[config.mk]
export PLATFORM = sky130hd
export DESIGN_NAME = multi_toggle_event_rx
export DESIGN_NICKNAME = d
export VERILOG_FILES = /design/src/rtl/cdc_pkg.sv /design/src/rtl/toggle_event_ch.sv /design/src/rtl/multi_toggle_event_rx.sv
export SDC_FILE = /design/constraint.sdc
export NUM_CORES = 1
export LEC_CHECK = 0
export CAP_MARGIN = 20
export CORE_MARGIN = 3
export CORE_UTILIZATION = 45
export DETAILED_ROUTE_END_ITERATION = 10
export GPL_TIMING_DRIVEN = 0
export PLACE_DENSITY = 0.78
export RECOVER_POWER = 100
export SYNTH_ARGS = -nofsm -noshare
export SYNTH_HDL_FRONTEND = slang
export SYNTH_SLANG_ARGS = --single-unit
[constraint.sdc]
create_clock -name clk -period 1.2 [get_ports clk]
set_input_delay 0.12 -clock clk [delete_from_list [all_inputs] [get_ports clk]]
set_output_delay 0.12 -clock clk [all_outputs]
set_load 0.03 [all_outputs]
[src/rtl/cdc_pkg.sv]
// ----------------------------------------------------------------------------
// cdc_pkg
// Shared constants and parameter-legality helper for the toggle-event
// receive path. Imported by multi_toggle_event_rx and toggle_event_ch.
//   SYNC_STAGES_MIN     : fewest synchroniser flops allowed on a channel
//   SYNC_STAGES_DEFAULT : synchroniser depth used when none is given
//   params_legal()      : elaboration-time check of the block parameters
// ----------------------------------------------------------------------------
package cdc_pkg;

   localparam int SYNC_STAGES_MIN     = 2;
   localparam int SYNC_STAGES_DEFAULT = 2;

   function automatic bit params_legal(input int num_ch,
                                       input int sync_stages,
                                       input int cnt_w);
      return (num_ch >= 1) && (sync_stages >= SYNC_STAGES_MIN) && (cnt_w >= 1);
   endfunction

endpackage

[src/rtl/toggle_event_ch.sv]
// ----------------------------------------------------------------------------
// toggle_event_ch
// One receive channel: synchronises an asynchronous toggle line, turns each
// level change into a one-cycle event pulse, and keeps the pending/ack
// handshake plus the sticky overflow flag and saturating drop counter.
// Ports:
//   clk, aresetn   : clock, synchronous active-low reset
//   src_toggle     : asynchronous toggle line (one event per level change)
//   armed          : from the top; edges are ignored until set
//   evt_ack        : consumer acknowledge for the pending event
//   clr_overflow   : clears overflow flag and drop counter
//   evt_pulse      : registered one-cycle event pulse
//   evt_pending    : event waiting for acknowledge
//   evt_overflow   : sticky, an event was dropped while pending
//   drop_cnt       : saturating count of dropped events
// ----------------------------------------------------------------------------
module toggle_event_ch
   import cdc_pkg::*;
#(
   parameter int SYNC_STAGES = SYNC_STAGES_DEFAULT,
   parameter int CNT_W       = 4
) (
   input  logic             clk,
   input  logic             aresetn,
   input  logic             src_toggle,
   input  logic             armed,
   input  logic             evt_ack,
   input  logic             clr_overflow,
   output logic             evt_pulse,
   output logic             evt_pending,
   output logic             evt_overflow,
   output logic [CNT_W-1:0] drop_cnt
);

   logic [SYNC_STAGES-1:0] tog_sync;
   logic                   tog_prev;
   logic                   edge_det;
   logic                   evt;
   logic                   drop;

   function automatic logic [CNT_W-1:0] sat_inc(input logic [CNT_W-1:0] v);
      return (&v) ? v : v + CNT_W'(1);
   endfunction

   // Detection stage: last sync flop against its previous value.
   // The edge is only acted on once the channel has been armed, so a line
   // resting high out of reset cannot masquerade as an event.
   assign edge_det = tog_sync[SYNC_STAGES-1] ^ tog_prev;
   assign evt      = armed & edge_det;
   assign drop     = evt & evt_pending & ~evt_ack;

   always_ff @(posedge clk) begin
      if (!aresetn) begin
         tog_sync     <= '0;
         tog_prev     <= 1'b0;
         evt_pulse    <= 1'b0;
         evt_pending  <= 1'b0;
         evt_overflow <= 1'b0;
         drop_cnt     <= '0;
      end else begin
         // Synchroniser stage: shift the raw toggle line through the chain
         tog_sync <= {tog_sync[SYNC_STAGES-2:0], src_toggle};
         tog_prev <= tog_sync[SYNC_STAGES-1];

         // Event/handshake stage
         evt_pulse <= evt;

         // A new event keeps pending set whether or not the old one is
         // acked in the same cycle; only an ack without a new event clears.
         if (evt)
            evt_pending <= 1'b1;
         else if (evt_ack)
            evt_pending <= 1'b0;

         // A drop coinciding with a clear wins: the clear empties the
         // counter and the drop is then counted as the first one.
         if (drop) begin
            evt_overflow <= 1'b1;
            drop_cnt     <= clr_overflow ? CNT_W'(1) : sat_inc(drop_cnt);
         end else if (clr_overflow) begin
            evt_overflow <= 1'b0;
            drop_cnt     <= '0;
         end
      end
   end

endmodule

[src/rtl/multi_toggle_event_rx.sv]
// ----------------------------------------------------------------------------
// multi_toggle_event_rx
// Receive-side collector for toggle-encoded events from foreign clock domains.
// NUM_CH independent channels, each synchronised and turned into a pulse with
// a pending/ack handshake and drop tracking. A shared arm counter suppresses
// events until the synchronisers have captured a post-reset baseline.
// Ports:
//   clk, aresetn   : clock, synchronous active-low reset
//   src_toggle     : NUM_CH asynchronous toggle lines
//   evt_pulse      : NUM_CH one-cycle event pulses
//   evt_pending    : NUM_CH events awaiting acknowledge
//   evt_ack        : NUM_CH consumer acknowledges
//   evt_overflow   : NUM_CH sticky drop flags
//   drop_cnt       : packed drop counters, channel i at [i*CNT_W +: CNT_W]
//   clr_overflow   : clears all overflow flags and drop counters
//   armed          : high once baseline capture after reset is complete
// ----------------------------------------------------------------------------
module multi_toggle_event_rx
   import cdc_pkg::*;
#(
   parameter int NUM_CH      = 4,
   parameter int SYNC_STAGES = SYNC_STAGES_DEFAULT,
   parameter int CNT_W       = 4
) (
   input  logic                    clk,
   input  logic                    aresetn,
   input  logic [NUM_CH-1:0]       src_toggle,
   output logic [NUM_CH-1:0]       evt_pulse,
   output logic [NUM_CH-1:0]       evt_pending,
   input  logic [NUM_CH-1:0]       evt_ack,
   output logic [NUM_CH-1:0]       evt_overflow,
   output logic [NUM_CH*CNT_W-1:0] drop_cnt,
   input  logic                    clr_overflow,
   output logic                    armed
);

   localparam int ARM_W = $clog2(SYNC_STAGES + 2);

   if (!params_legal(NUM_CH, SYNC_STAGES, CNT_W)) begin : g_param_check
      $error("multi_toggle_event_rx: illegal parameters (NUM_CH>=1, SYNC_STAGES>=%0d, CNT_W>=1)",
             SYNC_STAGES_MIN);
   end

   logic [ARM_W-1:0] arm_cnt;

   // Arming: SYNC_STAGES+1 edges after release the chains and edge history
   // all hold the current line levels, so any difference seen afterwards is
   // a genuine event.
   always_ff @(posedge clk) begin
      if (!aresetn) begin
         arm_cnt <= '0;
         armed   <= 1'b0;
      end else if (!armed) begin
         if (arm_cnt == ARM_W'(SYNC_STAGES))
            armed <= 1'b1;
         else
            arm_cnt <= arm_cnt + ARM_W'(1);
      end
   end

   for (genvar i = 0; i < NUM_CH; i++) begin : g_ch
      toggle_event_ch #(
         .SYNC_STAGES (SYNC_STAGES),
         .CNT_W       (CNT_W)
      ) u_ch (
         .clk          (clk),
         .aresetn      (aresetn),
         .src_toggle   (src_toggle[i]),
         .armed        (armed),
         .evt_ack      (evt_ack[i]),
         .clr_overflow (clr_overflow),
         .evt_pulse    (evt_pulse[i]),
         .evt_pending  (evt_pending[i]),
         .evt_overflow (evt_overflow[i]),
         .drop_cnt     (drop_cnt[i*CNT_W +: CNT_W])
      );
   end

endmodule

After elaboration in Yosys (flattened, before gate mapping)
Index checks and enable logic that the tools add are counted.

storage, ports and cells
  output and inout bits = 29
  word-level logic and storage cells = 103
  register bits = 43
  input bits = 11

operators by class
  add/subtract/negate cells = 5
  equality and inequality tests = 5
  multiplexer cells = 28
  reductions and logical operators = 17
  bitwise operators = 22

operators by type and width
  operator                                      number
  2-to-1 mux 4 bit                              13
  adder 4 x 1 -> 4 bit (second input constant)  4
  AND reduction 4 bit                           4
  nonzero test 2 bit                            8
  2-to-1 mux 1 bit                              15
  bitwise AND 1 bit                             12
  AND reduction 2 bit                           5
  != test 2 bit (second input constant)         4
  NOT 1 bit                                     6
  XOR 1 bit                                     4
  adder 2 x 1 -> 2 bit (second input constant)  1
  == test 2 bit (second input constant)         1

Longest topological paths before layout
Gate-level depths: netlist of the first run.

  depth after elaboration = 6
  gate-level depth with buffers = 5
  gate-level depth less buffers = 5

Cells and area by module
From an unflattened synthesis of the first run, not the netlist that was laid out.

unflattened totals
  cells, all modules = 180
  area total of the unflattened synthesis = 1752.9 um^2

by module, submodules not included
  module                 area each (um^2)  instances  cells an instance  sequential area each (um^2)
  toggle_event_ch        407.9             4          42                 200.2
  multi_toggle_event_rx  121.4             1          12                 60.1

Worst setup path before layout of the first run
No wires, ideal clock.

  path type = register to register
  start = register armed
  end = register g_ch[2].u_ch.drop_cnt[3]
  setup time = 0.137 ns
  path buffers = 1
  period minus slack after synthesis = 1.460 ns
  setup slack = -0.260 ns
  arrival time = 1.322 ns
  required time = 1.063 ns
  cell stages (with the launch flop) = 6
  path through = dfxtp_1 -> buf_4 -> nand3b_1 -> a311oi_2 -> a41o_1 -> o41ai_1

on the way
  word-level cells in the longest chain between the ends = 5
  elaborated cells on any way between the ends = 6
  those cells by class = mux (1); bitwise (3); reduce/logical (2)

RTL lines
  what                                line                         source
  from (decl)                         multi_toggle_event_rx.sv:34  output logic armed
  from (signal assigned)              multi_toggle_event_rx.sv:52  armed <= 1'b0;
  from (signal assigned)              multi_toggle_event_rx.sv:55  armed <= 1'b1;
  bitwise AND 1 bit (*)               toggle_event_ch.sv:49        assign evt = armed & edge_det;
  bitwise AND 1 bit (*) (2 in a row)  toggle_event_ch.sv:50        assign drop = evt & evt_pending & ~evt_ack;
  nonzero test 2 bit (no line)        --
  AND reduction 2 bit (no line)       --
  to (signal assigned)                toggle_event_ch.sv:79        drop_cnt <= clr_overflow ? CNT_W'(1) : sat_inc(drop_cnt);
  to (decl)                           toggle_event_ch.sv:32        output logic [CNT_W-1:0] drop_cnt

Every way passes the cells marked *; elsewhere a longest branch is shown, timed or not.
A chain may end at the register's enable or synchronous reset.

Worst setup path after layout of the first run
  start = register armed
  end = register g_ch[1].u_ch.drop_cnt[1]

on the way
  word-level cells in the longest chain between the ends = 5
  elaborated cells on any way between the ends = 6
  those cells by class = mux (1); bitwise (3); reduce/logical (2)

RTL lines
  what                                line
  bitwise AND 1 bit (*)               toggle_event_ch.sv:49
  bitwise AND 1 bit (*) (2 in a row)  toggle_event_ch.sv:50
  nonzero test 2 bit (no line)        --
  AND reduction 2 bit (no line)       --
  to (signal assigned)                toggle_event_ch.sv:79
  to (decl)                           toggle_event_ch.sv:32

Marked as above.

==> results of run 1 <==
[stage by stage]
stage / setup slack [ps] / instance area (um2) / hold slack (ps) / util [%] / instances
2_1_floorplan: -67.73 / 1887 / 247.3 / - / 196
3_3_place_gp: -356.8 / 2337 / 414.1 / 61.98 / 283
3_5_place_dp: -338.4 / 2337 / 422.1 / 61.98 / 283
4_1_cts: -120.2 / 2482 / 394.5 / 65.83 / 293
5_1_grt: -145.7 / 2546 / 396.3 / 67.52 / 297
6_report: -68.96 / 2546 / 399.6 / 67.52 / 297
[cells by family (layout without fill, tap and decap cells)]
family	after synthesis	in the layout	synth area share, %
AOI/OAI and AO/OA	39	39	15.23
xor gates and xnor gates	7	7	3.361
adders and majority gates	5	5	3.429
buffers and inverters	23	76	7.475
DFF	43	43	47.19
and+or+nand+nor	79	79	23.32
[cell type report]
class | instances | area [um2] | area share (%)
clock buffers | 7 | 76.32 | 2.998
inverters | 4 | 15.01 | 0.5897
multi-input cells | 130 | 974.7 | 38.28
well taps | 48 | 60.06 | 2.359
flip-flops and latches | 43 | 894.6 | 35.14
repair buffers | 45 | 387.9 | 15.23
clock inverters | 1 | 5.005 | 0.1966
plain buffers | 19 | 132.6 | 5.209
[worst min path at each step]
stage | to | startpoint | slack, ps | cells after the start
3_5_place_dp | g_ch[3].u_ch.tog_sync[1]$_SDFF_PN0_ | g_ch[3].u_ch.tog_sync[0]$_SDFF_PN0_ | 420 | 1
2_1_floorplan | g_ch[0].u_ch.tog_sync[0]$_SDFF_PN0_ | src_toggle[0] | 250 | 1
6_report | g_ch[3].u_ch.tog_sync[0]$_SDFF_PN0_ | src_toggle[3] | 400 | 2
3_3_place_gp | g_ch[3].u_ch.tog_sync[1]$_SDFF_PN0_ | g_ch[3].u_ch.tog_sync[0]$_SDFF_PN0_ | 410 | 1
4_1_cts | g_ch[3].u_ch.tog_sync[0]$_SDFF_PN0_ | src_toggle[3] | 390 | 2
5_1_grt | g_ch[3].u_ch.tog_sync[0]$_SDFF_PN0_ | src_toggle[3] | 400 | 2
[layout by cell type (no fill, tap or decap), types with 3 or more instances in the layout]
master,count
a21oi_1,5
a311oi_2,3
a31oi_1,4
and2_1,14
buf_4,18
clkbuf_1,4
clkbuf_2,11
clkbuf_8,5
clkdlybuf4s15_1,3
clkdlybuf4s15_2,11
clkdlybuf4s50_1,10
dfxtp_1,24
dfxtp_2,15
dfxtp_4,4
inv_1,4
nand2_1,12
nand2b_1,3
nand3_1,7
nand3_2,3
nand3b_1,8
nor2_1,7
nor2_2,4
nor2b_1,10
nor3_1,6
o211ai_1,4
o21ai_1,4
[critical path, stage by stage (launching register included)]
cell,delay (ps)
dfxtp_4,360
buf_8,120
nand3b_1,180
a311oi_2,300
nand3_1,120
o21ai_0,90
[Yosys cell counts (all sizes together)]
master	n
a311oi	4
clkbuf	3
xor2	2
nor4	2
o21a	2
o22ai	2
a21boi	2
buf	16
dfxtp	43
ha	5
nand3b	8
xnor2	5
inv	4
nor3	8
o211a	1
nand2b	3
o41ai	2
nand3	10
nand2	12
a211oi	2
a41o	2
o211ai	4
nor2	11
a21oi	6
and2	15
nor2b	10
a31oi	4
o21ai	8
[per-layer routing]
metal	global-route usage (%)	vias up	wire [um]
met5	0	-	0
met4	5.532	0	66
met3	5.217	7	189
met2	27.44	34	1992
met1	20.80	745	1803
li1	-	789	-
[power by group]
| group | total, mW | internal [mW] | switching, mW |
|---|---|---|---|
| sequential | 1.53 | 1.49 | 0.0422 |
| combinational | 0.460 | 0.225 | 0.235 |
| clock | 0.874 | 0.408 | 0.465 |
[registers in the layout, indices dropped and copies added (netlist names)]
signal and cells:
g_ch.u_ch.evt_pulse 4, g_ch.u_ch.evt_overflow 4, g_ch.u_ch.tog_prev 4, g_ch.u_ch.tog_sync 8, armed 1, g_ch.u_ch.drop_cnt 16
g_ch.u_ch.evt_pending 4, arm_cnt 2
[what timing repair did]
item / CTS / global route
gates resized for setup: 80 / 46
pin swaps: 8 / 15
endpoints found under the setup margin: 49 / 39
buffers inserted: 2 / 4
==> flow_metrics.env, run 1 <==
export IMPL_outcome="complete, but fails checks"
export IMPL_violations="negative setup slack"
export IMPL_synth_area_um2=1824
export IMPL_drive_gt1_share_pct=38.55
export IMPL_grt_max_degree=13
export IMPL_slew_violations=0
export IMPL_die_area_um2=4854
export IMPL_num_rows=22
export IMPL_grt_pass1_vias=1415
export IMPL_cts_tree="done"
export IMPL_wl_um=4052
export IMPL_port_buffers=39
export IMPL_nets=264
export IMPL_grt_usage_pct=16.72
export IMPL_post_route_period_util_pct=105.7
export IMPL_max_freq_mhz=788.0
export IMPL_critPathMaxFanout=7
export IMPL_postRouteAntennaNets=0
export IMPL_worst_slew_pin_slew_ps=455.6
export IMPL_vias=1575
export IMPL_p_leak_nw=0.9361
export IMPL_yosysSeqAreaShare_pct=47.19
export IMPL_cts_made_buffers=5
export IMPL_r2r_start="armed$_SDFF_PN0_"
export IMPL_initial_utilization_pct=48.37
export IMPL_antenna_cells=0
export IMPL_yosys_warnings=0
export IMPL_yosys_area_top_type_share_pct=47.19
export IMPL_synth_top_cell_by_area="dfxtp_1"
export IMPL_dpl_hpwl_um=2698
export IMPL_wl_per_cell_um=13.64
export IMPL_syn_area_per_cell_um2=9.307
export IMPL_drc=0
export IMPL_powerDensity_nw_per_um2=1125
export IMPL_gp_congestion=0.8053
export IMPL_dr_pass1_iters=4
export IMPL_clkLatencyLatePin_ps=290
export IMPL_core_area_um2=3771
export IMPL_fin_ws_ps=-68.96
export IMPL_synthCells=196
export IMPL_postCtsHoldBufs=0
export IMPL_cap_violations=0
export IMPL_post_drt_via_cell_ratio=5.303
export IMPL_grt_antenna_before_repair=0
export IMPL_r2r_slack_ps=-70
export IMPL_drt_iter0_drc=76
export IMPL_rsz0062_at_grt="true"
export IMPL_max_slew_margin_pct=69.63
export IMPL_cp_start_kind="register"
export IMPL_nFillCells=318
export IMPL_endpoint_kind="register"
export IMPL_cts_sinks=43
export IMPL_cts_buffer_depth=2
export IMPL_ir_drop_mv=1.046
export IMPL_grt_pass1_wl_um=6561
export IMPL_final_setup_skew_ps=7.406
export IMPL_hold_violations=0
export IMPL_synth_fp_nets=212
export IMPL_ys_types=32
export IMPL_ys_ff_latch=43
export IMPL_ios=40
export IMPL_clkTransAtPathRegs_ps=80
export IMPL_setup_viol=13
export IMPL_power_mw=2.865
export IMPL_crit_path_end="g_ch[1].u_ch.drop_cnt[1]$_SDFFE_PN0P_"
export IMPL_setup_tns_ps=-474.2
export IMPL_r2r_end="g_ch[1].u_ch.drop_cnt[1]$_SDFFE_PN0P_"
export IMPL_period_minus_slack_ps=1269
export IMPL_min_delay_path_class="in2reg"
export IMPL_synth_area_leaders="dfxtp_1 47%, buf_4 5.3%, and2_1 4.8%, ha_1 3.4%, nor2b_1 3.4%"
export IMPL_worstPathRequired_ps=1410
export IMPL_cp_startpoint="armed$_SDFF_PN0_"
export IMPL_r2r_cells=5
export IMPL_grt_overflow=0
export IMPL_crit_arrival_ps=1470
export IMPL_critPathKind="reg2reg"
export IMPL_die_h_um=69.67
export IMPL_cts_root_buf="clkbuf_8"
export IMPL_cts_max_level=2
export IMPL_die_w_um=69.67
export IMPL_area_growth_pct=39.57
Note: power is estimated with default switching activity, not from simulation.
==> inputs of run 2 (changes only) <==
- CORE_UTILIZATION: 45 -> 35
- PLACE_DENSITY: 0.78 -> 0.64
==> run 2 against run 1 <==
Via count shrank 1.8%; critical path type unchanged; sequential share of layout area shrank 2.0 points; highest routed layer unchanged; sequential power is essentially flat; clock skew shrank 4.9 ps; largest power group unchanged; clock power grew 14%; the flow still finishes with violations (negative setup slack).
==> flow_metrics.env, run 2 (synthesized netlist as in run 1, its figures left out) <==
export IMPL_outcome="complete, but fails checks"
export IMPL_violations="negative setup slack"
export IMPL_setup_tns_ps=-233.0
export IMPL_pwr_share_comb_pct=18.2
export IMPL_area_growth_pct=48.35
export IMPL_ios=40
export IMPL_cts_made_buffers=5
export IMPL_grt_max_degree=13
export IMPL_drc=0
export IMPL_die_area_um2=6114
export IMPL_wl_per_cell_um=13.42
export IMPL_post_route_period_util_pct=106.6
export IMPL_period_minus_slack_ps=1279
export IMPL_powerDensity_nw_per_um2=1141
export IMPL_slew_violations=0
export IMPL_path_cells="buf_8 -> nand3b_1 -> a311oi_2 -> nand3_1 -> o21ai_0"
export IMPL_endpoint_kind="register"
export IMPL_die_h_um=78.20
export IMPL_cp_startpoint="armed$_SDFF_PN0_"
export IMPL_slowest_delay_ps=360
export IMPL_clkLatencyLatePin_ps=290
export IMPL_cp_num_buf_inv=1
export IMPL_critPathKind="reg2reg"
export IMPL_die_w_um=78.20
export IMPL_final_common_cell="dfxtp_1"
export IMPL_postLayoutCellArea_um2=2706
export IMPL_final_cell_mix="23 x dfxtp_1, 22 x buf_4, 16 x dfxtp_2, 15 x clkdlybuf4s15_2, 12 x nand2_1"
export IMPL_grt_usage_pct=14.75
export IMPL_worst_slew_pin_slew_ps=394.9
export IMPL_grt_pass1_wl_um=7107
export IMPL_vias=1547
export IMPL_largest_register_ffs=16
export IMPL_critical_path_top_delay_family="compound AO/OA/AOI/OAI gates"
export IMPL_antenna_cells=0
export IMPL_cts_max_level=2
export IMPL_crit_arrival_ps=1490
export IMPL_max_freq_mhz=781.9
export IMPL_hold_violations=0
export IMPL_nets=268
export IMPL_r2r_slack_ps=-80
export IMPL_setup_viol=7
export IMPL_core_area_um2=4880
export IMPL_swShare_pct=24.89
export IMPL_num_rows=25
export IMPL_critPathMaxFanout=5
export IMPL_initial_utilization_pct=37.38
export IMPL_placed_cells=302
export IMPL_regMostFlops="g_ch.u_ch.drop_cnt"
export IMPL_cts_root_buf="clkbuf_8"
export IMPL_cp_start_kind="register"
export IMPL_grt_pass1_vias=1502
export IMPL_drive_gt1_share_pct=43.08
export IMPL_top_regs="g_ch.u_ch.drop_cnt x16, g_ch.u_ch.tog_sync x8"
export IMPL_postRouteAntennaNets=0
export IMPL_p_int_mw=2.319
export IMPL_max_slew_margin_pct=73.67
export IMPL_rsz0062_at_grt="true"
export IMPL_grt_antenna_before_repair=0
export IMPL_gp_congestion=0.8221
export IMPL_dr_pass1_iters=4
export IMPL_crit_path_top_delay_cell="dfxtp_4"
export IMPL_hp_start="aresetn"
export IMPL_final_setup_skew_ps=2.499
export IMPL_seqPwrFrac_pct=49.5
export IMPL_worstPathRequired_ps=1410
export IMPL_port_buffers=39
export IMPL_postCtsHoldBufs=0
export IMPL_cts_tree="done"
export IMPL_grt_overflow=0
export IMPL_cts_sinks=43
export IMPL_min_delay_path_class="in2reg"
export IMPL_fin_ws_ps=-78.96
export IMPL_pre_cts_ws_ps=-352.6
export IMPL_wl_um=4293
export IMPL_cts_buffer_depth=2
export IMPL_drt_iter0_drc=49
export IMPL_cap_violations=0
export IMPL_dpl_hpwl_um=2760
export IMPL_r2r_start="armed$_SDFF_PN0_"
export IMPL_nFillCells=458
export IMPL_switchingPower_mw=0.7688
export IMPL_final_util_pct=55.46
export IMPL_dpl_instance_area_um2=2361
export IMPL_post_drt_via_cell_ratio=4.834
export IMPL_clkPwrFrac_pct=32.3
export IMPL_final_cells=320
export IMPL_clkTransAtPathRegs_ps=80
export IMPL_ir_drop_mv=0.5933
export IMPL_p_leak_nw=0.9751
==> run 2: repair_timing <==
action,4_1_cts,5_1_grt
pin swaps,14,10
buffers inserted,7,4
gates cloned,1,0
endpoints found under the setup margin,48,38
gates resized for setup,94,46
==> run 2: worst paths after layout <==
path	endpoint	cells after the start
max	g_ch[0].u_ch.drop_cnt[1]$_SDFFE_PN0P_	5
min	g_ch[3].u_ch.drop_cnt[0]$_SDFFE_PN0P_	3
max reg2reg	g_ch[0].u_ch.drop_cnt[1]$_SDFFE_PN0P_	5
min reg2reg	g_ch[1].u_ch.tog_sync[1]$_SDFF_PN0_	1
==> run 2: layout make-up <==
class                      count  area [um2]  area share, %
buffer                        18       127.6          4.716
multi-input combinational    130        1030          38.05
inverter                       4       15.01         0.5548
clock buffer                   8       100.1          3.699
tap                           67       83.83          3.098
sequential                    43       895.9          33.10
timing repair buffer          50       454.2          16.78
==> run 2: per-stage QoR <==
stage          total power, mW  hold WS (ps)
2_1_floorplan            1.831         247.3
4_1_cts                  3.104         399.2
5_1_grt                  3.226         260.1
6_report                 3.088         203.4
3_3_place_gp             1.960         414.2
3_5_place_dp             1.968         418.8
==> run 2: power by group through the flow <==
stage                     clock, mW  sequential (mW)  combinational (mW)
after floorplan                   0             1.57               0.263
after global placement            0             1.55               0.408
after detailed placement          0             1.55               0.414
after CTS                      1.04             1.52               0.540
after global routing           1.09             1.54               0.604
final                         0.997             1.53               0.562
==> run 2: worst min-delay path: cells and delay by family <==
kind / cells / cell delay (ps)
and+or+nand+nor: 1 / 130
AOI/OAI and AO/OA: 1 / 50
buffers and inverters: 1 / 160
==> run 2: metal layers <==
metal  GRT usage (%)  vias up  share of wire [%]  wire [um]
li1                -      784                  -          -
met1           18.92      709                 46       1982
met2           23.80       49                 47       2024
met3           3.899        5                5.4        232
met4           5.420        0                1.2         53
met5               0        -                  0          0
